--- config.mk ---
export PLATFORM = sky130hd
export DESIGN_NAME = control_fsm_flat
export DESIGN_NICKNAME = d
export VERILOG_FILES = /design/src/rtl/control_fsm_if.sv /design/src/rtl/control_fsm.sv /design/src/flat_wrapper.sv
export SDC_FILE = /design/constraint.sdc
export NUM_CORES = 1
export LEC_CHECK = 0
export ABC_CLOCK_PERIOD_IN_PS = 2000
export CAP_MARGIN = 20
export CELL_PAD_IN_SITES_DETAIL_PLACEMENT = 2
export CELL_PAD_IN_SITES_GLOBAL_PLACEMENT = 2
export CORE_MARGIN = 4
export CORE_UTILIZATION = 24
export DETAILED_ROUTE_END_ITERATION = 8
export MAX_ROUTING_LAYER = met4
export PLACE_DENSITY = 0.81
export SYNTH_ARGS = -nofsm -noshare
export SYNTH_HDL_FRONTEND = slang
export SYNTH_SLANG_ARGS = --single-unit
--- constraint.sdc ---
create_clock -name clock -period 2 [get_ports clock]
set_clock_uncertainty 0.15 [all_clocks]
set_input_delay 0.2 -clock clock [delete_from_list [all_inputs] [get_ports clock]]
set_output_delay 0.2 -clock clock [all_outputs]
set_load 0.02 [all_outputs]
--- src/rtl/control_fsm_if.sv ---
// control_fsm_if: instruction handshake, memory acknowledge and datapath control
// bundle for the Lapido decoder/sequencer.
// Optional build macro: CTRL_PERF_EN adds the instrCount/stallCount counters.
interface control_fsm_if #(
  parameter int unsigned INSTR_W = 32,
  parameter int unsigned CNT_W   = 16
);
  // Instruction handshake and memory acknowledge
  logic               instrValid;
  logic               instrReady;
  logic [INSTR_W-1:0] instruction;
  logic               memAck;

  // Registered datapath controls (memRead/memWrite are active-low)
  logic               branch;
  logic               ALUSrc;
  logic               regWrite;
  logic               registerB;
  logic               jumpRegister;
  logic               memRead;
  logic               memWrite;
  logic [1:0]         memToReg;
  logic [4:0]         ALUOp;
  logic [1:0]         opcodeSignExtend;

  // Status
  logic               updateB;
  logic               illegal;
  logic               memFault;
  logic               busy;

`ifdef CTRL_PERF_EN
  logic [CNT_W-1:0]   instrCount;
  logic [CNT_W-1:0]   stallCount;

  modport master (
    output instrValid, instruction, memAck,
    input  instrReady, branch, ALUSrc, regWrite, registerB, jumpRegister,
           memRead, memWrite, memToReg, ALUOp, opcodeSignExtend,
           updateB, illegal, memFault, busy, instrCount, stallCount
  );

  modport slave (
    input  instrValid, instruction, memAck,
    output instrReady, branch, ALUSrc, regWrite, registerB, jumpRegister,
           memRead, memWrite, memToReg, ALUOp, opcodeSignExtend,
           updateB, illegal, memFault, busy, instrCount, stallCount
  );
`else
  // Counter width only matters when the counters are built in
  localparam int unsigned unused_cnt_w = CNT_W;

  modport master (
    output instrValid, instruction, memAck,
    input  instrReady, branch, ALUSrc, regWrite, registerB, jumpRegister,
           memRead, memWrite, memToReg, ALUOp, opcodeSignExtend,
           updateB, illegal, memFault, busy
  );

  modport slave (
    input  instrValid, instruction, memAck,
    output instrReady, branch, ALUSrc, regWrite, registerB, jumpRegister,
           memRead, memWrite, memToReg, ALUOp, opcodeSignExtend,
           updateB, illegal, memFault, busy
  );
`endif
endinterface

--- src/rtl/control_fsm.sv ---
// control_fsm: multi-cycle instruction decoder/sequencer for the Lapido datapath.
// Instructions arrive over a valid/ready handshake; class/function fields are decoded
// into registered controls one cycle after acceptance. Memory ops hold their strobes
// until memAck or a MEM_TIMEOUT-cycle timeout. Illegal encodings raise a one-cycle pulse.
// Optional build macro: CTRL_PERF_EN adds saturating instrCount/stallCount outputs.
module control_fsm #(
  parameter int unsigned INSTR_W     = 32,
  parameter int unsigned MEM_TIMEOUT = 15,
  parameter int unsigned CNT_W       = 16
) (
  input  logic         clock,
  input  logic         reset,
  control_fsm_if.slave bus
);

  localparam int unsigned WAIT_W = $clog2(MEM_TIMEOUT + 1);
  localparam logic [WAIT_W-1:0] WAIT_LAST = WAIT_W'(MEM_TIMEOUT);

  typedef enum logic [1:0] {
    IDLE     = 2'd0,
    EXEC     = 2'd1,
    MEM_WAIT = 2'd2
  } state_e;

  typedef struct packed {
    logic       branch;
    logic       alu_src;
    logic       reg_write;
    logic       register_b;
    logic       jump_register;
    logic       mem_read_n;
    logic       mem_write_n;
    logic [1:0] mem_to_reg;
    logic [4:0] alu_op;
    logic [1:0] sext;
  } ctrl_t;

  typedef struct packed {
    ctrl_t ctrl;
    logic  legal;
    logic  is_mem;
    logic  is_load;
  } dec_t;

  localparam ctrl_t NOP_CTRL = '{
    branch:        1'b0,
    alu_src:       1'b0,
    reg_write:     1'b0,
    register_b:    1'b0,
    jump_register: 1'b0,
    mem_read_n:    1'b1,
    mem_write_n:   1'b1,
    mem_to_reg:    2'b00,
    alu_op:        5'b00000,
    sext:          2'b00
  };

  // Pure decode of class/function; illegal encodings leave the NOP control set.
  // Load writeback (regWrite) is not part of the decode: it is raised only in the ack cycle.
  function automatic dec_t decode(input logic [2:0] cls, input logic [4:0] func);
    dec_t d;
    d.ctrl    = NOP_CTRL;
    d.legal   = 1'b0;
    d.is_mem  = 1'b0;
    d.is_load = 1'b0;
    case (cls)
      3'b000: begin
        d.legal        = 1'b1;
        d.ctrl.alu_src = 1'b1;
      end
      3'b001: begin
        case (func)
          5'b00000, 5'b00001, 5'b00011, 5'b00100,
          5'b00101, 5'b00110, 5'b01000, 5'b01001: d.legal = 1'b1;
          default:                                d.legal = func[4];
        endcase
        if (d.legal) begin
          d.ctrl.alu_op    = func;
          d.ctrl.reg_write = 1'b1;
        end else begin
          d.ctrl = NOP_CTRL;
        end
      end
      3'b010: begin
        d.legal          = 1'b1;
        d.ctrl.alu_src   = 1'b1;
        d.ctrl.reg_write = 1'b1;
        case (func[1:0])
          2'b00: d.ctrl.alu_op = 5'b10011;
          2'b01: begin
            d.ctrl.alu_op = 5'b01011;
            d.ctrl.sext   = 2'b01;
          end
          2'b10: begin
            d.ctrl.alu_op = 5'b01100;
            d.ctrl.sext   = 2'b10;
          end
          default: begin
            d.legal = 1'b0;
            d.ctrl  = NOP_CTRL;
          end
        endcase
      end
      3'b100: begin
        d.legal        = 1'b1;
        d.is_mem       = 1'b1;
        d.ctrl.alu_src = 1'b1;
        if (!func[0]) begin
          d.is_load         = 1'b1;
          d.ctrl.mem_read_n = 1'b0;
          d.ctrl.mem_to_reg = 2'b01;
        end else begin
          d.ctrl.register_b  = 1'b1;
          d.ctrl.mem_write_n = 1'b0;
        end
      end
      3'b101: begin
        d.legal       = 1'b1;
        d.ctrl.branch = 1'b1;
        case (func[4:2])
          3'b000: begin
            d.ctrl.alu_src = 1'b1;
            d.ctrl.alu_op  = 5'b01010;
          end
          3'b001: begin
            d.ctrl.register_b = 1'b1;
            d.ctrl.alu_op     = 5'b00010;
          end
          3'b010: begin
            d.ctrl.register_b = 1'b1;
            d.ctrl.alu_op     = 5'b00111;
          end
          3'b011: begin
            d.ctrl.mem_to_reg = 2'b10;
            d.ctrl.reg_write  = 1'b1;
          end
          3'b100: begin
            d.ctrl.jump_register = 1'b1;
            d.ctrl.alu_op        = 5'b10101;
          end
          default: begin
            d.legal = 1'b0;
            d.ctrl  = NOP_CTRL;
          end
        endcase
      end
      default: d.legal = 1'b0;
    endcase
    return d;
  endfunction

  state_e            state_q;
  ctrl_t             ctrl_q;
  logic              is_mem_q;
  logic              is_load_q;
  logic [WAIT_W-1:0] wait_q;
  logic              upd_q;
  logic              illegal_q;
  logic              fault_q;
  logic              ready_q;
  logic              busy_q;

  dec_t              dec_s;
  logic              xfer_s;
  logic              timeout_s;
  logic              go_idle_s;
  logic              load_ack_s;
  logic              unused_s;

  assign dec_s      = decode(bus.instruction[INSTR_W-1 -: 3], bus.instruction[INSTR_W-4 -: 5]);
  assign xfer_s     = bus.instrValid & ready_q;
  assign timeout_s  = (state_q == MEM_WAIT) & (wait_q == WAIT_LAST);
  assign go_idle_s  = ((state_q == EXEC) & ~is_mem_q) |
                      ((state_q == MEM_WAIT) & (timeout_s | bus.memAck));
  // A load writes back only in the cycle its acknowledge arrives in time; reset aborts it
  assign load_ack_s = ~reset & (state_q == MEM_WAIT) & is_load_q & bus.memAck & ~timeout_s;
  assign unused_s   = ^bus.instruction[INSTR_W-9:0];

  // Sequencer state, wait counter and registered controls/status
  always_ff @(posedge clock) begin
    if (reset) begin
      state_q   <= IDLE;
      ctrl_q    <= NOP_CTRL;
      is_mem_q  <= 1'b0;
      is_load_q <= 1'b0;
      wait_q    <= '0;
      upd_q     <= 1'b0;
      illegal_q <= 1'b0;
      fault_q   <= 1'b0;
      ready_q   <= 1'b1;
      busy_q    <= 1'b0;
    end else begin
      illegal_q <= 1'b0;
      fault_q   <= 1'b0;
      if (xfer_s) begin
        state_q   <= EXEC;
        busy_q    <= 1'b1;
        wait_q    <= '0;
        illegal_q <= ~dec_s.legal;
        if (dec_s.legal) begin
          ctrl_q    <= dec_s.ctrl;
          is_mem_q  <= dec_s.is_mem;
          is_load_q <= dec_s.is_load;
          ready_q   <= ~dec_s.is_mem;
          upd_q     <= ~upd_q;
        end else begin
          ctrl_q    <= NOP_CTRL;
          is_mem_q  <= 1'b0;
          is_load_q <= 1'b0;
          ready_q   <= 1'b1;
        end
      end else if (go_idle_s) begin
        state_q   <= IDLE;
        ctrl_q    <= NOP_CTRL;
        is_mem_q  <= 1'b0;
        is_load_q <= 1'b0;
        ready_q   <= 1'b1;
        busy_q    <= 1'b0;
        fault_q   <= timeout_s;
      end else if (state_q == EXEC) begin
        // Memory op: strobes stay asserted while waiting for the acknowledge
        state_q <= MEM_WAIT;
        wait_q  <= '0;
      end else if (state_q == MEM_WAIT) begin
        wait_q <= wait_q + WAIT_W'(1);
      end else begin
        state_q <= IDLE;
      end
    end
  end

  assign bus.instrReady       = ready_q;
  assign bus.branch           = ctrl_q.branch;
  assign bus.ALUSrc           = ctrl_q.alu_src;
  assign bus.regWrite         = ctrl_q.reg_write | load_ack_s;
  assign bus.registerB        = ctrl_q.register_b;
  assign bus.jumpRegister     = ctrl_q.jump_register;
  assign bus.memRead          = ctrl_q.mem_read_n;
  assign bus.memWrite         = ctrl_q.mem_write_n;
  assign bus.memToReg         = ctrl_q.mem_to_reg;
  assign bus.ALUOp            = ctrl_q.alu_op;
  assign bus.opcodeSignExtend = ctrl_q.sext;
  assign bus.updateB          = upd_q;
  assign bus.illegal          = illegal_q;
  assign bus.memFault         = fault_q;
  assign bus.busy             = busy_q;

`ifdef CTRL_PERF_EN
  logic [CNT_W-1:0] instr_cnt_q;
  logic [CNT_W-1:0] stall_cnt_q;

  // Saturating counts of legal accepted instructions and MEM_WAIT cycles
  always_ff @(posedge clock) begin
    if (reset) begin
      instr_cnt_q <= '0;
      stall_cnt_q <= '0;
    end else begin
      if (xfer_s && dec_s.legal && (instr_cnt_q != '1)) begin
        instr_cnt_q <= instr_cnt_q + CNT_W'(1);
      end else begin
        instr_cnt_q <= instr_cnt_q;
      end
      if ((state_q == MEM_WAIT) && (stall_cnt_q != '1)) begin
        stall_cnt_q <= stall_cnt_q + CNT_W'(1);
      end else begin
        stall_cnt_q <= stall_cnt_q;
      end
    end
  end

  assign bus.instrCount = instr_cnt_q;
  assign bus.stallCount = stall_cnt_q;
`else
  // Counter width only matters when the counters are built in
  localparam int unsigned unused_cnt_w = CNT_W;
`endif

endmodule
--- src/flat_wrapper.sv ---
// flat-port wrapper written by rule: the top's interface ports become plain ports
module control_fsm_flat 
#(
  parameter int unsigned INSTR_W     = 32,
  parameter int unsigned MEM_TIMEOUT = 15,
  parameter int unsigned CNT_W       = 16
)
  (clock, reset, bus_instrValid, bus_instruction, bus_memAck, bus_instrReady, bus_branch, bus_ALUSrc, bus_regWrite, bus_registerB, bus_jumpRegister, bus_memRead, bus_memWrite, bus_memToReg, bus_ALUOp, bus_opcodeSignExtend, bus_updateB, bus_illegal, bus_memFault, bus_busy);
  control_fsm_if #(.INSTR_W(INSTR_W), .CNT_W(CNT_W)) bus_i ();
  input  logic clock;
  input  logic reset;
  input wire logic [$bits(bus_i.instrValid)-1:0] bus_instrValid;
  input wire logic [$bits(bus_i.instruction)-1:0] bus_instruction;
  input wire logic [$bits(bus_i.memAck)-1:0] bus_memAck;
  output wire logic [$bits(bus_i.instrReady)-1:0] bus_instrReady;
  output wire logic [$bits(bus_i.branch)-1:0] bus_branch;
  output wire logic [$bits(bus_i.ALUSrc)-1:0] bus_ALUSrc;
  output wire logic [$bits(bus_i.regWrite)-1:0] bus_regWrite;
  output wire logic [$bits(bus_i.registerB)-1:0] bus_registerB;
  output wire logic [$bits(bus_i.jumpRegister)-1:0] bus_jumpRegister;
  output wire logic [$bits(bus_i.memRead)-1:0] bus_memRead;
  output wire logic [$bits(bus_i.memWrite)-1:0] bus_memWrite;
  output wire logic [$bits(bus_i.memToReg)-1:0] bus_memToReg;
  output wire logic [$bits(bus_i.ALUOp)-1:0] bus_ALUOp;
  output wire logic [$bits(bus_i.opcodeSignExtend)-1:0] bus_opcodeSignExtend;
  output wire logic [$bits(bus_i.updateB)-1:0] bus_updateB;
  output wire logic [$bits(bus_i.illegal)-1:0] bus_illegal;
  output wire logic [$bits(bus_i.memFault)-1:0] bus_memFault;
  output wire logic [$bits(bus_i.busy)-1:0] bus_busy;
  assign bus_i.instrValid = bus_instrValid;
  assign bus_i.instruction = bus_instruction;
  assign bus_i.memAck = bus_memAck;
  assign bus_instrReady = bus_i.instrReady;
  assign bus_branch = bus_i.branch;
  assign bus_ALUSrc = bus_i.ALUSrc;
  assign bus_regWrite = bus_i.regWrite;
  assign bus_registerB = bus_i.registerB;
  assign bus_jumpRegister = bus_i.jumpRegister;
  assign bus_memRead = bus_i.memRead;
  assign bus_memWrite = bus_i.memWrite;
  assign bus_memToReg = bus_i.memToReg;
  assign bus_ALUOp = bus_i.ALUOp;
  assign bus_opcodeSignExtend = bus_i.opcodeSignExtend;
  assign bus_updateB = bus_i.updateB;
  assign bus_illegal = bus_i.illegal;
  assign bus_memFault = bus_i.memFault;
  assign bus_busy = bus_i.busy;
  control_fsm #(.INSTR_W(INSTR_W), .MEM_TIMEOUT(MEM_TIMEOUT), .CNT_W(CNT_W)) u_core (.clock(clock), .reset(reset), .bus(bus_i));
endmodule
; ---- After elaboration in Yosys (flattened, before gate mapping)
; Cells that the tools add are included.
[word_totals]
word_cells = 125
out_inout_bits = 21
ff_bits = 29
in_bits = 36
[classes]
bitwise = 19
reduce_logical = 17
n_mux = 46
n_addsub = 1
eq_ne = 22
[op_table]
columns = cell, n
row1 = two-way mux 16 bit, 3
row2 = two-way mux 1 bit, 24
row3 = one-hot mux 7 bit (3 select lines), 1
row4 = one-hot mux 5 bit (4 select lines), 1
row5 = == test 5 x 3 -> 1 bit (second input constant), 3
row6 = one-hot mux 5 bit (3 select lines), 1
row7 = one-hot mux 4 bit (3 select lines), 1
row8 = == test 5 x 4 -> 1 bit (second input constant), 2
row9 = == test 3 x 2 -> 1 bit (second input constant), 3
row10 = == test 3 bit (second input constant), 3
row11 = one-hot mux 1 bit (3 select lines), 3
row12 = OR reduction 3 bit, 3
row13 = AND 1 bit, 8
row14 = two-way mux 2 bit, 4
row15 = two-way mux 4 bit, 2
row16 = two-way mux 8 bit, 1
row17 = inverter 1 bit, 8
row18 = OR reduction 2 bit, 4
row19 = OR reduction 8 bit, 1
row20 = == test 3 x 1 -> 1 bit (second input constant), 2
row21 = zero test 3 bit, 2
row22 = == test 5 x 1 -> 1 bit (second input constant), 1
row23 = == test 5 x 2 -> 1 bit (second input constant), 1
row24 = zero test 5 bit, 1
row25 = 15 further kinds, 22

; ---- Logic depth before layout (Yosys ltp)
; Gate-level depths: netlist of run 1.
[logic_depth]
ltp_word = 8
mapped_depth = 8
mapped_depth_nobuf = 6

; ---- Worst setup path after synthesis of run 1
; OpenSTA, ideal clock, no wires.
[synth_timing]
path_type = input -> register
start = input bus_instruction[24]
end = register u_core.upd_q (netlist: u_core.bus.updateB)
t_arrival_ns = 1.771
setup_slack_ns = -0.045
cell_stages = 6
cell_sequence = inv_1 > ha_1 > a211o_1 > a221o_2 > a311oi_2 > mux2_1
[synth_between]
elab_chain_cells = 6
[synth_lines]
columns = item, line
row1 = start: declaration, flat_wrapper.sv:13  ; input wire logic [$bits(bus_i.instruction)-1:0] bus_instruction;
row2 = == test 5 x 1 -> 1 bit (tied with other cells), control_fsm.sv:72  ; case (func)
row3 = OR reduction 8 bit, control_fsm.sv:72
row4 = two-way mux 1 bit, control_fsm.sv:72
row5 = two-way mux 1 bit, control_fsm.sv:66  ; case (cls)
row6 = one-hot mux 1 bit (4 select lines) (*), control_fsm.sv:66
row7 = AND reduction 2 bit (no source line) (*), n/a
row8 = end signal: assignment, control_fsm.sv:205  ; upd_q <= ~upd_q;
row9 = end: declaration, control_fsm.sv:157  ; logic upd_q;
; Mark *: on every way between the ends. The rest lies on a longest branch, timed or not. The select of a mux whose other input is x is not followed.
; A chain may end at the register's enable or synchronous reset.

; ---- Worst setup path in the final report of run 1
[layout_timing]
start = input bus_instruction[25]
end = register u_core.ctrl_q (netlist bit u_core.bus.ALUOp[4])
[layout_between]
elab_chain_cells = 8
[layout_lines]
columns = item, line
row1 = == test 5 x 1 -> 1 bit (tied with other cells), control_fsm.sv:72
row2 = OR reduction 8 bit, control_fsm.sv:72
row3 = two-way mux 1 bit, control_fsm.sv:72
row4 = two-way mux 1 bit, control_fsm.sv:66
row5 = two-way mux 5 bit, control_fsm.sv:77  ; if (d.legal) begin
row6 = one-hot mux 7 bit (3 select lines), control_fsm.sv:66
row7 = two-way mux 16 bit (*), control_fsm.sv:200  ; if (dec_s.legal) begin
row8 = two-way mux 16 bit (*), control_fsm.sv:195  ; if (xfer_s) begin
row9 = end signal: assignment, control_fsm.sv:201  ; ctrl_q <= dec_s.ctrl;
row10 = end: declaration, control_fsm.sv:153  ; ctrl_t ctrl_q;
; Marked as above.

==> results of run 1 <==
==> logic make-up after synthesis <==
logic type | Yosys count | share of synthesized area, %
XOR/XNOR | 2 | 0.963
AND/OR/NAND/NOR | 79 | 25.4
multiplexers | 5 | 2.82
adder cells (fa/ha/maj) | 11 | 7.57
buffers and inverters | 29 | 12.0
AO/OA/AOI/OAI | 47 | 19.4
flip-flops | 29 | 31.9
==> sequential cells by signal, indices dropped and copies added, names as in the netlist, 2 cells and up <==
register	count
u_core.bus.ALUOp	5
u_core.wait_q	4
u_core.bus.memToReg	2
u_core.bus.opcodeSignExtend	2
u_core.state_q	2
==> area by class of cell <==
cell class                 count  area [um^2]  area share (%)
tap                           99          124            4.65
sequential                    29          582            21.9
inverter                       7         26.3           0.987
clock inverter                 1         30.0            1.13
clock buffer                   7         86.3            3.24
multi-input combinational    144         1090            40.9
timing repair buffer          82          723            27.2
==> power groups by stage <==
stage               clock (mW)  sequential [mW]  combinational (mW)
global route             0.689            0.602               0.371
CTS                      0.665            0.601               0.319
global placement             0            0.613               0.296
finish                   0.649            0.601               0.340
detailed placement           0            0.614               0.307
floorplan                    0            0.621               0.153
==> layer usage <==
layer / share of wire, % / vias up
li1: - / 862
met1: 41 / 886
met2: 55 / 25
met3: 2.8 / 5
met4: 1.1 / 0
met5: 0 / -
==> synthesized netlist by cell type, types with 2 or more instances <==
master	instances	share of area, %
ha_1	11	7.6
nand2_1	15	3.1
nor2b_1	6	2.1
clkbuf_1	3	0.62
a21bo_2	2	1.1
nand4_1	2	0.69
nor3_1	5	1.4
inv_1	6	1.2
o32ai_1	2	0.96
a211oi_1	3	1.2
and2_2	2	0.83
a21oi_1	12	3.3
nor2_1	20	4.1
o21ai_0	3	0.83
dfxtp_1	29	32
xnor2_1	2	0.96
buf_6	4	2.5
buf_4	10	4.1
mux2i_1	4	2.2
a22oi_1	4	1.7
or2_2	2	0.69
o31ai_1	4	1.7
nor4_1	2	0.69
nor4_4	2	2.3
nand3_1	8	2.2
o41ai_1	2	0.96
clkbuf_8	4	3.0
a311oi_1	5	2.4
nand3b_1	3	1.2
==> layout by cell type (no fill, tap or decap), types with 4 or more instances in the layout <==
cell	instances
inv_1	4
clkbuf_8	6
dfxtp_1	28
nor2b_1	5
o31ai_1	4
a22oi_1	4
nand3_1	8
clkdlybuf4s50_1	29
nor2_1	20
a311oi_1	4
a21oi_1	10
ha_1	8
buf_4	45
mux2i_1	4
nand2_1	15
nor3_1	4
==> per-stage QoR <==
stage / std cells / worst slack [ns] / utilization, % / total power, mW
floorplan: 202 / 0.0261 / - / 0.774
global placement: 357 / -0.502 / 33.2 / 0.909
detailed placement: 357 / -0.630 / 33.2 / 0.921
CTS: 368 / 0.00659 / 35.3 / 1.58
global route: 369 / -0.0661 / 36.5 / 1.66
finish: 369 / 0.0230 / 36.5 / 1.59
==> critical path, cell delays in order <==
cell and delay (ns):
clkdlybuf4s15_2 0.22, buf_4 0.16, ha_1 0.21, or4b_4 0.52
inv_1 0.09, a211oi_2 0.04, buf_4 0.17, o41ai_1 0.39
==> worst min-delay path by stage <==
stage                                              from                             endpoint  slack (ns)  cells after the start
floorplan                                         reset     u_core.bus.ALUOp[0]$_SDFFE_PP0P_        0.24                      2
finish                              bus_instruction[24]        u_core.is_load_q$_SDFFE_PP0P_        0.29                      5
CTS                                 bus_instruction[24]  u_core.bus.memToReg[0]$_SDFFE_PP0P_        0.29                      5
global route                        bus_instruction[24]        u_core.is_load_q$_SDFFE_PP0P_        0.32                      5
global placement           u_core.is_mem_q$_SDFFE_PP0P_         u_core.is_mem_q$_SDFFE_PP0P_        0.30                      2
detailed placement  u_core.bus.memToReg[0]$_SDFFE_PP0P_  u_core.bus.memToReg[0]$_SDFFE_PP0P_        0.31                      2
==> what timing repair did <==
item / in CTS / in global routing
cloned: 0 / 1
pin swaps: 4 / 7
buffers inserted: 3 / 0
resized for setup: 20 / 16
hold buffers: 0 / 0
setup endpoints to repair: 19 / 19
==> run_results.csv, run 1 <==
group,metric,value,unit
hold_path,hold_class,"input pin to flop",
logic_synthesis,yosysSeqAreaShare,31.9,%
logic_synthesis,ys.flop_type,"dfxtp_1",
setup_path,ff2ff_setup_slack,0.05,ns
logic_synthesis,ys_types,54,
setup_path,rr_worst_depth,8,
setup_path,arrival,1.99,ns
layout,nNetsFinal,316,
setup_path,cp-end-kind,"flop",
placement,placed_area,2420,um^2
floorplan,die_w,95.1,um
power_and_ir_drop,p_int,1.17,mW
layout,layout-drive-gt1-share,32.6,%
power_and_ir_drop,clkPwrFrac,40.8,%
floorplan,rows,31,
sta,worst_pin_slew,0.377,ns
drt,post_drt_via_cell_ratio,4.82,
cts,cts_tree,"built",
setup_path,cp_max_fo,5,
drt,num_vias,1778,
setup_path,r2r_end,"u_core.ctrl_q[13]$_SDFFE_PP0P_",
cts,path_clk_slew,0.07,ns
floorplan,initial_core_util,24.9,%
drt,first_iter_violations,33,
drt,wl_per_cell,18.1,um
power_and_ir_drop,p_per_area,597,nW/um^2
placement,gp_congestion,0.841,
power_and_ir_drop,vdd_drop_max,226,uV
logic_synthesis,avgSynthCellArea,9.01,um^2
drt,dr.pass1.iters,4,
setup_path,startpoint,"bus_instruction[25]",
grt,busiest_layer,"met2",
grt,grt_pass1_vias,1979,
logic_synthesis,synth_edf_count,0,
cts,htree_levels,2,
drt,drc,0,
status,outcome,"finished, final reports clean",
grt,grt_first_pass_wirelength,10400,um
flow_run,cap_violations,0,
sta,hold_viol_final,0,
placement,dp_hpwl,4970,um
grt,grt_antenna_before_repair,0,
sta,slew_viol_final,0,
logic_synthesis,syn_nets,249,
logic_synthesis,syn_area,1820,um^2
cts,cts_buffers,5,
layout,n_antenna_cell,0,
floorplan,die_y,95.1,um
sta,setup_tns,0,ns
grt,met3_usage,3.08,%
grt,met2_usage,28.6,%
power_and_ir_drop,p_sw_share,26.6,%
floorplan,ios,57,
logic_synthesis,ys_ff_latch,29,
drt,totalWireLength,6670,um
grt,grtUsageTotal,15.8,%
logic_synthesis,synth-async-reset-ratio,0,%
sta,post-route-period-util,98.8,%
sta,slew_headroom,74.6,%
sta,setup_viol,0,
cts,clock-root-buffer,"clkbuf_8",
layout,area_delta_synth_final,46.3,%
sta,post-route-min-period,1.98,ns
logic_synthesis,netlist_instances,202,
setup_path,reg2reg_from,"u_core.state_q[0]$_SDFFE_PP0P_",
power_and_ir_drop,p_comb_share,21.4,%
cts,cts.sinks,29,
logic_synthesis,synth_warnings,0,
drt,antenna_left,0,
power_and_ir_drop,leakage,1.04,nW
grt,grt_max_degree,19,
power_and_ir_drop,power_switching,0.423,mW
floorplan,die_area,9040,um^2
power_and_ir_drop,pwr-share-seq,37.8,%
layout,stdcell_area,2660,um^2
grt,grt-ovfl-total,0,
setup_path,path_class,"input pin to flop",
layout,fillers,841,
setup_path,endpoint,"u_core.bus.ALUOp[4]$_SDFFE_PP0P_",
sta,hold_slack,0.286,ns
sta,max_freq,506,MHz
floorplan,core_area,7290,um^2
grt,use_met1,17.6,%
cts,clockBufferDepth,2,
setup_path,cp.required,2.02,ns
setup_path,crit_path_start_kind,"input pin",
placement,io_buffer_count,32,
cts,clock_latency,0.30,ns
(Power assumes the default switching activity.)
==> run 2: changes to the inputs <==
--- a/config.mk
+++ b/config.mk
@@ -5,15 +5,15 @@
 export SDC_FILE = /design/constraint.sdc
 export NUM_CORES = 1
 export LEC_CHECK = 0
-export ABC_CLOCK_PERIOD_IN_PS = 2000
+export ABC_CLOCK_PERIOD_IN_PS = 2500
 export CAP_MARGIN = 20
 export CELL_PAD_IN_SITES_DETAIL_PLACEMENT = 2
 export CELL_PAD_IN_SITES_GLOBAL_PLACEMENT = 2
 export CORE_MARGIN = 4
-export CORE_UTILIZATION = 24
+export CORE_UTILIZATION = 29
 export DETAILED_ROUTE_END_ITERATION = 8
 export MAX_ROUTING_LAYER = met4
-export PLACE_DENSITY = 0.81
+export PLACE_DENSITY = 0.91
 export SYNTH_ARGS = -nofsm -noshare
 export SYNTH_HDL_FRONTEND = slang
 export SYNTH_SLANG_ARGS = --single-unit
==> constraint.sdc (replaced) <==
create_clock -name clock -period 2.5 [get_ports clock]
set_clock_uncertainty 0.15 [all_clocks]
set_input_delay 0.25 -clock clock [delete_from_list [all_inputs] [get_ports clock]]
set_output_delay 0.25 -clock clock [all_outputs]
set_load 0.02 [all_outputs]
==> run 2 against run 1 <==
Against the previous run: flip-flop and latch count unchanged; sequential share of layout area is 3.0 points higher; global-route usage rose by 0.87 points; register-to-register slack better by 0.11 ns; worst setup slack improved by 0.039 ns; cell count decreased by 13%; first-iteration DRC count grew 150%; critical path depth shrank 1; die area shrank 16%; via count shrank 4.2%; non-clock buffer count fell by 24; critical endpoint is now u_core.bus.updateB$_SDFFE_PP0P_; largest power group is now sequential cells; highest routed layer unchanged.
==> run_results.csv, run 2 (synthesized netlist as in run 1, its figures left out) <==
group,metric,value,unit
status,outcome,"finished, final reports clean",
sta,layout_setup_ws,0.0625,ns
drt,totalWireLength,5870,um
drt,first_iter_violations,81,
floorplan,ios,57,
floorplan,die_y,87.2,um
placement,gp_congestion,0.905,
setup_path,crit_path_start_kind,"input pin",
power_and_ir_drop,p_total,1.10,mW
setup_path,cp_max_fo,3,
sta,post-route-period-util,97.5,%
drt,wl_per_cell,18.3,um
layout,layout_commonest_cell,"clkdlybuf4s50_1",
floorplan,die_w,87.2,um
setup_path,endpoint,"u_core.bus.updateB$_SDFFE_PP0P_",
placement,placed_area,2240,um^2
cts,hold_buffers,0,
hold_path,min-delay-start,"u_core.bus.memToReg[0]$_SDFFE_PP0P_",
drt,drc,0,
drt,num_vias,1703,
cts,cts.sinks,29,
drt,antenna_left,0,
sta,setup_viol,0,
power_and_ir_drop,vdd_drop_max,171,uV
cts,clock_latency,0.28,ns
layout,n_antenna_cell,0,
power_and_ir_drop,clkPwrFrac,35.9,%
power_and_ir_drop,p_int,0.793,mW
setup_path,rr_worst_depth,7,
cts,htree_levels,2,
grt,grt_pass1_vias,1833,
floorplan,die_area,7600,um^2
placement,pre_cts_ws,-0.320,ns
cts,cts_tree,"built",
drt,post_drt_via_cell_ratio,5.32,
power_and_ir_drop,p_sw_share,27.9,%
setup_path,reg2reg_from,"u_core.state_q[0]$_SDFFE_PP0P_",
sta,post-route-min-period,2.44,ns
power_and_ir_drop,p_per_area,472,nW/um^2
sta,hold_viol_final,0,
sta,rsz0062_at_grt,"false",
setup_path,ff2ff_setup_slack,0.16,ns
placement,place_inst,313,
sta,slew_viol_final,0,
setup_path,cp.required,2.52,ns
setup_path,max_stage_delay,0.50,ns
sta,slew_headroom,56.5,%
setup_path,r2r_end,"u_core.ctrl_q[13]$_SDFFE_PP0P_",
layout,layout-drive-gt1-share,18.8,%
floorplan,core_area,5990,um^2
sta,max_freq,410,MHz
layout,stdcell_area,2330,um^2
power_and_ir_drop,pwr-share-seq,43.7,%
power_and_ir_drop,p_comb_share,20.4,%
grt,grt_antenna_before_repair,0,
setup_path,startpoint,"bus_instruction[24]",
power_and_ir_drop,leakage,0.894,nW
grt,grt_max_degree,19,
drt,dr.pass1.iters,4,
cts,clock-root-buffer,"clkbuf_8",
layout,layout_common_cells,"clkdlybuf4s50_1, dfxtp_1, buf_4",
grt,grtUsageTotal,16.7,%
grt,grt-ovfl-total,0,
sta,worst_pin_slew,0.651,ns
layout,final_cells,320,
layout,largest_reg_flops,5,
setup_path,worst_path_max_delay_cell,"clkdlybuf4s50_1",
setup_path,path_class,"input pin to flop",
layout,area_delta_synth_final,28.2,%
placement,io_buffer_count,32,
cts,clockBufferDepth,2,
setup_path,cp-end-kind,"flop",
power_and_ir_drop,power_switching,0.307,mW
hold_path,hold_class,"flop to flop",
setup_path,cp_cell_sequence,"clkdlybuf4s50_1 -> inv_1 -> ha_1 -> a211o_1 -> a221o_2 -> a311oi_2 -> mux2_1",
cts,cts_buffers,5,
setup_path,arrival,2.46,ns
grt,grt_first_pass_wirelength,9680,um
flow_run,cap_violations,0,
floorplan,rows,28,
cts,post_cts_buffers,0,
sta,hold_slack,0.324,ns
floorplan,initial_core_util,30.4,%
placement,dp_hpwl,4480,um
cts,path_clk_slew,0.06,ns
layout,nNetsFinal,292,
run 2: cell types whose count changed in the layout (fill, tap and decap cells not counted), sizes merged:
cell / delta
clkbuf: -1
buf: -25
bufinv: -1
clkdlybuf4s50: +3
clkdlybuf4s15: -1
run 2: layout make-up:
type / count / area, um^2
repair buffers: 58 / 515
fillers: 682 / 3660
well taps: 75 / 93.8
multi-input cells: 144 / 1030
inverters: 7 / 26.3
clock buffers: 7 / 86.3
flip-flops and latches: 29 / 581
run 2: repair_timing:
| item | 4_1_cts | 5_1_grt |
|---|---|---|
| gates resized for setup | 1 | 1 |
| pin swaps | 0 | 1 |
| setup endpoints to repair | 3 | 3 |
run 2: worst min path at each step:
| stage | to | slack, ns | cells past startpoint |
|---|---|---|---|
| finish | u_core.bus.memToReg[0]$_SDFFE_PP0P_ | 0.32 | 2 |
| global route | u_core.bus.memToReg[0]$_SDFFE_PP0P_ | 0.34 | 2 |
| CTS | u_core.bus.memRead$_SDFFE_PP1P_ | 0.33 | 1 |
| detailed placement | u_core.bus.memRead$_SDFFE_PP1P_ | 0.31 | 1 |
| global placement | u_core.is_mem_q$_SDFFE_PP0P_ | 0.30 | 2 |
| floorplan | u_core.is_load_q$_SDFFE_PP0P_ | 0.28 | 2 |
run 2: metrics by stage:
step	utilization, %	TNS [ns]
floorplan	-	0
global placement	37.3	-0.968
detailed placement	37.3	-1.72
CTS	38.9	0
global route	38.9	0
finish	38.9	0
run 2: power by group through the flow:
stage | Clock (mW) | Sequential (mW) | Combinational, mW
after floorplan | 0 | 0.497 | 0.122
after global placement | 0 | 0.490 | 0.211
after detailed placement | 0 | 0.491 | 0.220
after CTS | 0.404 | 0.481 | 0.223
after global routing | 0.426 | 0.482 | 0.243
final | 0.395 | 0.481 | 0.224
run 2: worst max-delay path: cells and delay by family:
| kind | cells | cell delay (ns) |
|---|---|---|
| compound gates | 3 | 1.05 |
| mux | 1 | 0.34 |
| fa+ha+maj | 1 | 0.23 |
| buf+inv | 2 | 0.59 |
run 2: routing by layer:
metal	GRT usage, %	part of all wire [%]	vias up
li1	-	-	813
met1	21.8	48	843
met2	27.7	48	36
met3	1.99	2.8	11
met4	3.63	1.5	0
met5	-	0	-
==> run 3: changes to the inputs <==
--- a/config.mk
+++ b/config.mk
@@ -5,15 +5,15 @@
 export SDC_FILE = /design/constraint.sdc
 export NUM_CORES = 1
 export LEC_CHECK = 0
-export ABC_CLOCK_PERIOD_IN_PS = 2500
+export ABC_CLOCK_PERIOD_IN_PS = 2450
 export CAP_MARGIN = 20
 export CELL_PAD_IN_SITES_DETAIL_PLACEMENT = 2
 export CELL_PAD_IN_SITES_GLOBAL_PLACEMENT = 2
 export CORE_MARGIN = 4
-export CORE_UTILIZATION = 29
+export CORE_UTILIZATION = 27
 export DETAILED_ROUTE_END_ITERATION = 8
 export MAX_ROUTING_LAYER = met4
-export PLACE_DENSITY = 0.91
+export PLACE_DENSITY = 0.86
 export SYNTH_ARGS = -nofsm -noshare
 export SYNTH_HDL_FRONTEND = slang
 export SYNTH_SLANG_ARGS = --single-unit
==> constraint.sdc (replaced) <==
create_clock -name clock -period 2.45 [get_ports clock]
set_clock_uncertainty 0.15 [all_clocks]
set_input_delay 0.245 -clock clock [delete_from_list [all_inputs] [get_ports clock]]
set_output_delay 0.245 -clock clock [all_outputs]
set_load 0.05 [all_outputs]
==> run 3 against run 2 <==
Against the previous run: die area up 6.7%; worst hold slack worse by 0.013 ns; critical path depth unchanged; first-iteration DRC count down 58%; sequential power up 2%; worst setup slack better by 0.031 ns; routed wire length down 8.7%; final area down 1.2%; critical path type unchanged; via count down 4.1%; power up 0.44%; cell count unchanged; critical endpoint unchanged.
==> run_results.csv, run 3 (synthesized netlist as in run 1, its figures left out) <==
group,metric,value,unit
setup_path,cp_cell_sequence,"clkdlybuf4s50_1 -> inv_1 -> ha_1 -> a211o_1 -> a221o_2 -> a311oi_2 -> mux2_1",
cts,htree_levels,2,
floorplan,core_area,6460,um^2
sta,post-route-min-period,2.36,ns
grt,grt-ovfl-total,0,
hold_path,hold_class,"flop to flop",
setup_path,cp_max_fo,3,
layout,stdcell_area,2300,um^2
setup_path,worst_path_max_delay_cell,"clkdlybuf4s50_1",
setup_path,critPathBufInv,2,
drt,num_vias,1633,
layout,layout_common_cells,"clkdlybuf4s50_1, dfxtp_1, buf_4",
floorplan,ios,57,
cts,clock_latency,0.28,ns
layout,n_antenna_cell,0,
setup_path,reg2reg_from,"u_core.state_q[0]$_SDFFE_PP0P_",
setup_path,max_stage_delay,0.50,ns
sta,post-route-period-util,96.2,%
cts,cts_tree,"built",
floorplan,initial_core_util,28.2,%
flow_run,cap_violations,0,
drt,wl_per_cell,16.7,um
drt,antenna_left,0,
drt,post_drt_via_cell_ratio,5.10,
grt,grt_first_pass_wirelength,9070,um
cts,post_cts_buffers,0,
cts,hold_buffers,0,
power_and_ir_drop,leakage,0.890,nW
cts,path_clk_slew,0.07,ns
sta,worst_pin_slew,0.661,ns
setup_path,startpoint,"bus_instruction[24]",
cts,clockBufferDepth,2,
cts,cts.sinks,29,
setup_path,critical_path.top_delay_family,"compound AO/OA/AOI/OAI gates",
power_and_ir_drop,p_per_area,480,nW/um^2
sta,hold_viol_final,0,
placement,io_buffer_count,32,
layout,layout_commonest_cell,"clkdlybuf4s50_1",
layout,nNetsFinal,289,
grt,grt_antenna_before_repair,0,
floorplan,die_area,8120,um^2
drt,first_iter_violations,34,
placement,placed_area,2210,um^2
sta,hold_slack,0.311,ns
sta,max_freq,424,MHz
sta,setup_tns,0,ns
cts,clock-root-buffer,"clkbuf_8",
cts,cts_buffers,5,
grt,grtUsageTotal,14.1,%
setup_path,crit_path_start_kind,"input pin",
layout,final_cells,320,
floorplan,rows,29,
placement,place_inst,312,
setup_path,arrival,2.38,ns
setup_path,cp-end-kind,"flop",
sta,slew_headroom,55.8,%
floorplan,die_w,90.1,um
sta,slew_viol_final,0,
placement,dp_hpwl,4240,um
layout,largest_reg_flops,5,
layout,area_delta_synth_final,26.7,%
drt,dr.pass1.iters,4,
drt,totalWireLength,5360,um
layout,layout-drive-gt1-share,18.1,%
layout,utilization,35.7,%
hold_path,min-delay-start,"u_core.bus.ALUSrc$_SDFFE_PP0P_",
power_and_ir_drop,vdd_drop_max,253,uV
setup_path,path_class,"input pin to flop",
floorplan,die_y,90.1,um
sta,setup_viol,0,
setup_path,cp.required,2.47,ns
status,outcome,"finished, final reports clean",
drt,drc,0,
grt,grt_pass1_vias,1803,
placement,gp_congestion,0.896,
grt,grt_max_degree,19,
==> run 3: cell types whose count changed in the layout (fill, tap and decap cells not counted), sizes merged <==
cell	delta
buf	-2
clkbuf	-1
clkdlybuf4s50	-2
clkinv	+2
dlymetal6s2s	+1
==> run 3: path summary, 6_finish.rpt <==
check                                     to  slack [ns]  cells after the start
max          u_core.bus.updateB$_SDFFE_PP0P_        0.09                      7
min           u_core.bus.ALUSrc$_SDFFE_PP0P_        0.31                      2
max reg2reg  u_core.bus.memRead$_SDFFE_PP1P_        0.28                      6
min reg2reg   u_core.bus.ALUSrc$_SDFFE_PP0P_        0.31                      2
==> run 3: where the power goes <==
part | total [mW] | internal, mW | switching, mW
clock network | 0.380 | 0.196 | 0.184
logic | 0.235 | 0.0985 | 0.137
registers | 0.490 | 0.483 | 0.00730
==> run 3: what timing repair did <==
item,4_1_cts,5_1_grt
hold endpoints to repair,0,0
endpoints found under the setup margin,0,3
gates resized for setup,0,2
==> run 3: per-layer routing <==
layer  GRT usage (%)  wire length (um)
met5               -                 0
met4            3.44                53
met3            2.67               137
met2            25.3              2810
met1            16.2              2350
==> run 3: area by class of cell <==
class,count,area (um^2)
Fill cell,740,4150
Multi-Input combinational cell,144,1030
Clock buffer,6,72.6
Tap cell,77,96.3
Inverter,7,26.3
Clock inverter,2,10.0
Timing Repair Buffer,55,493
Sequential cell,29,581
==> run 3: worst min-delay path, cell delays in order (launching register included) <==
cell and delay [ns]:
dfxtp_1 0.31, nand2_1 0.05, a21oi_1 0.05
==> run 3: stage by stage <==
| stage | power (mW) | setup slack (ns) |
|---|---|---|
| after global placement | 0.728 | -0.223 |
| after detailed placement | 0.737 | -0.271 |
| after floorplan | 0.650 | 0.360 |
| after global routing | 1.17 | -0.00116 |
| final | 1.11 | 0.0932 |
| after CTS | 1.12 | 0.0311 |
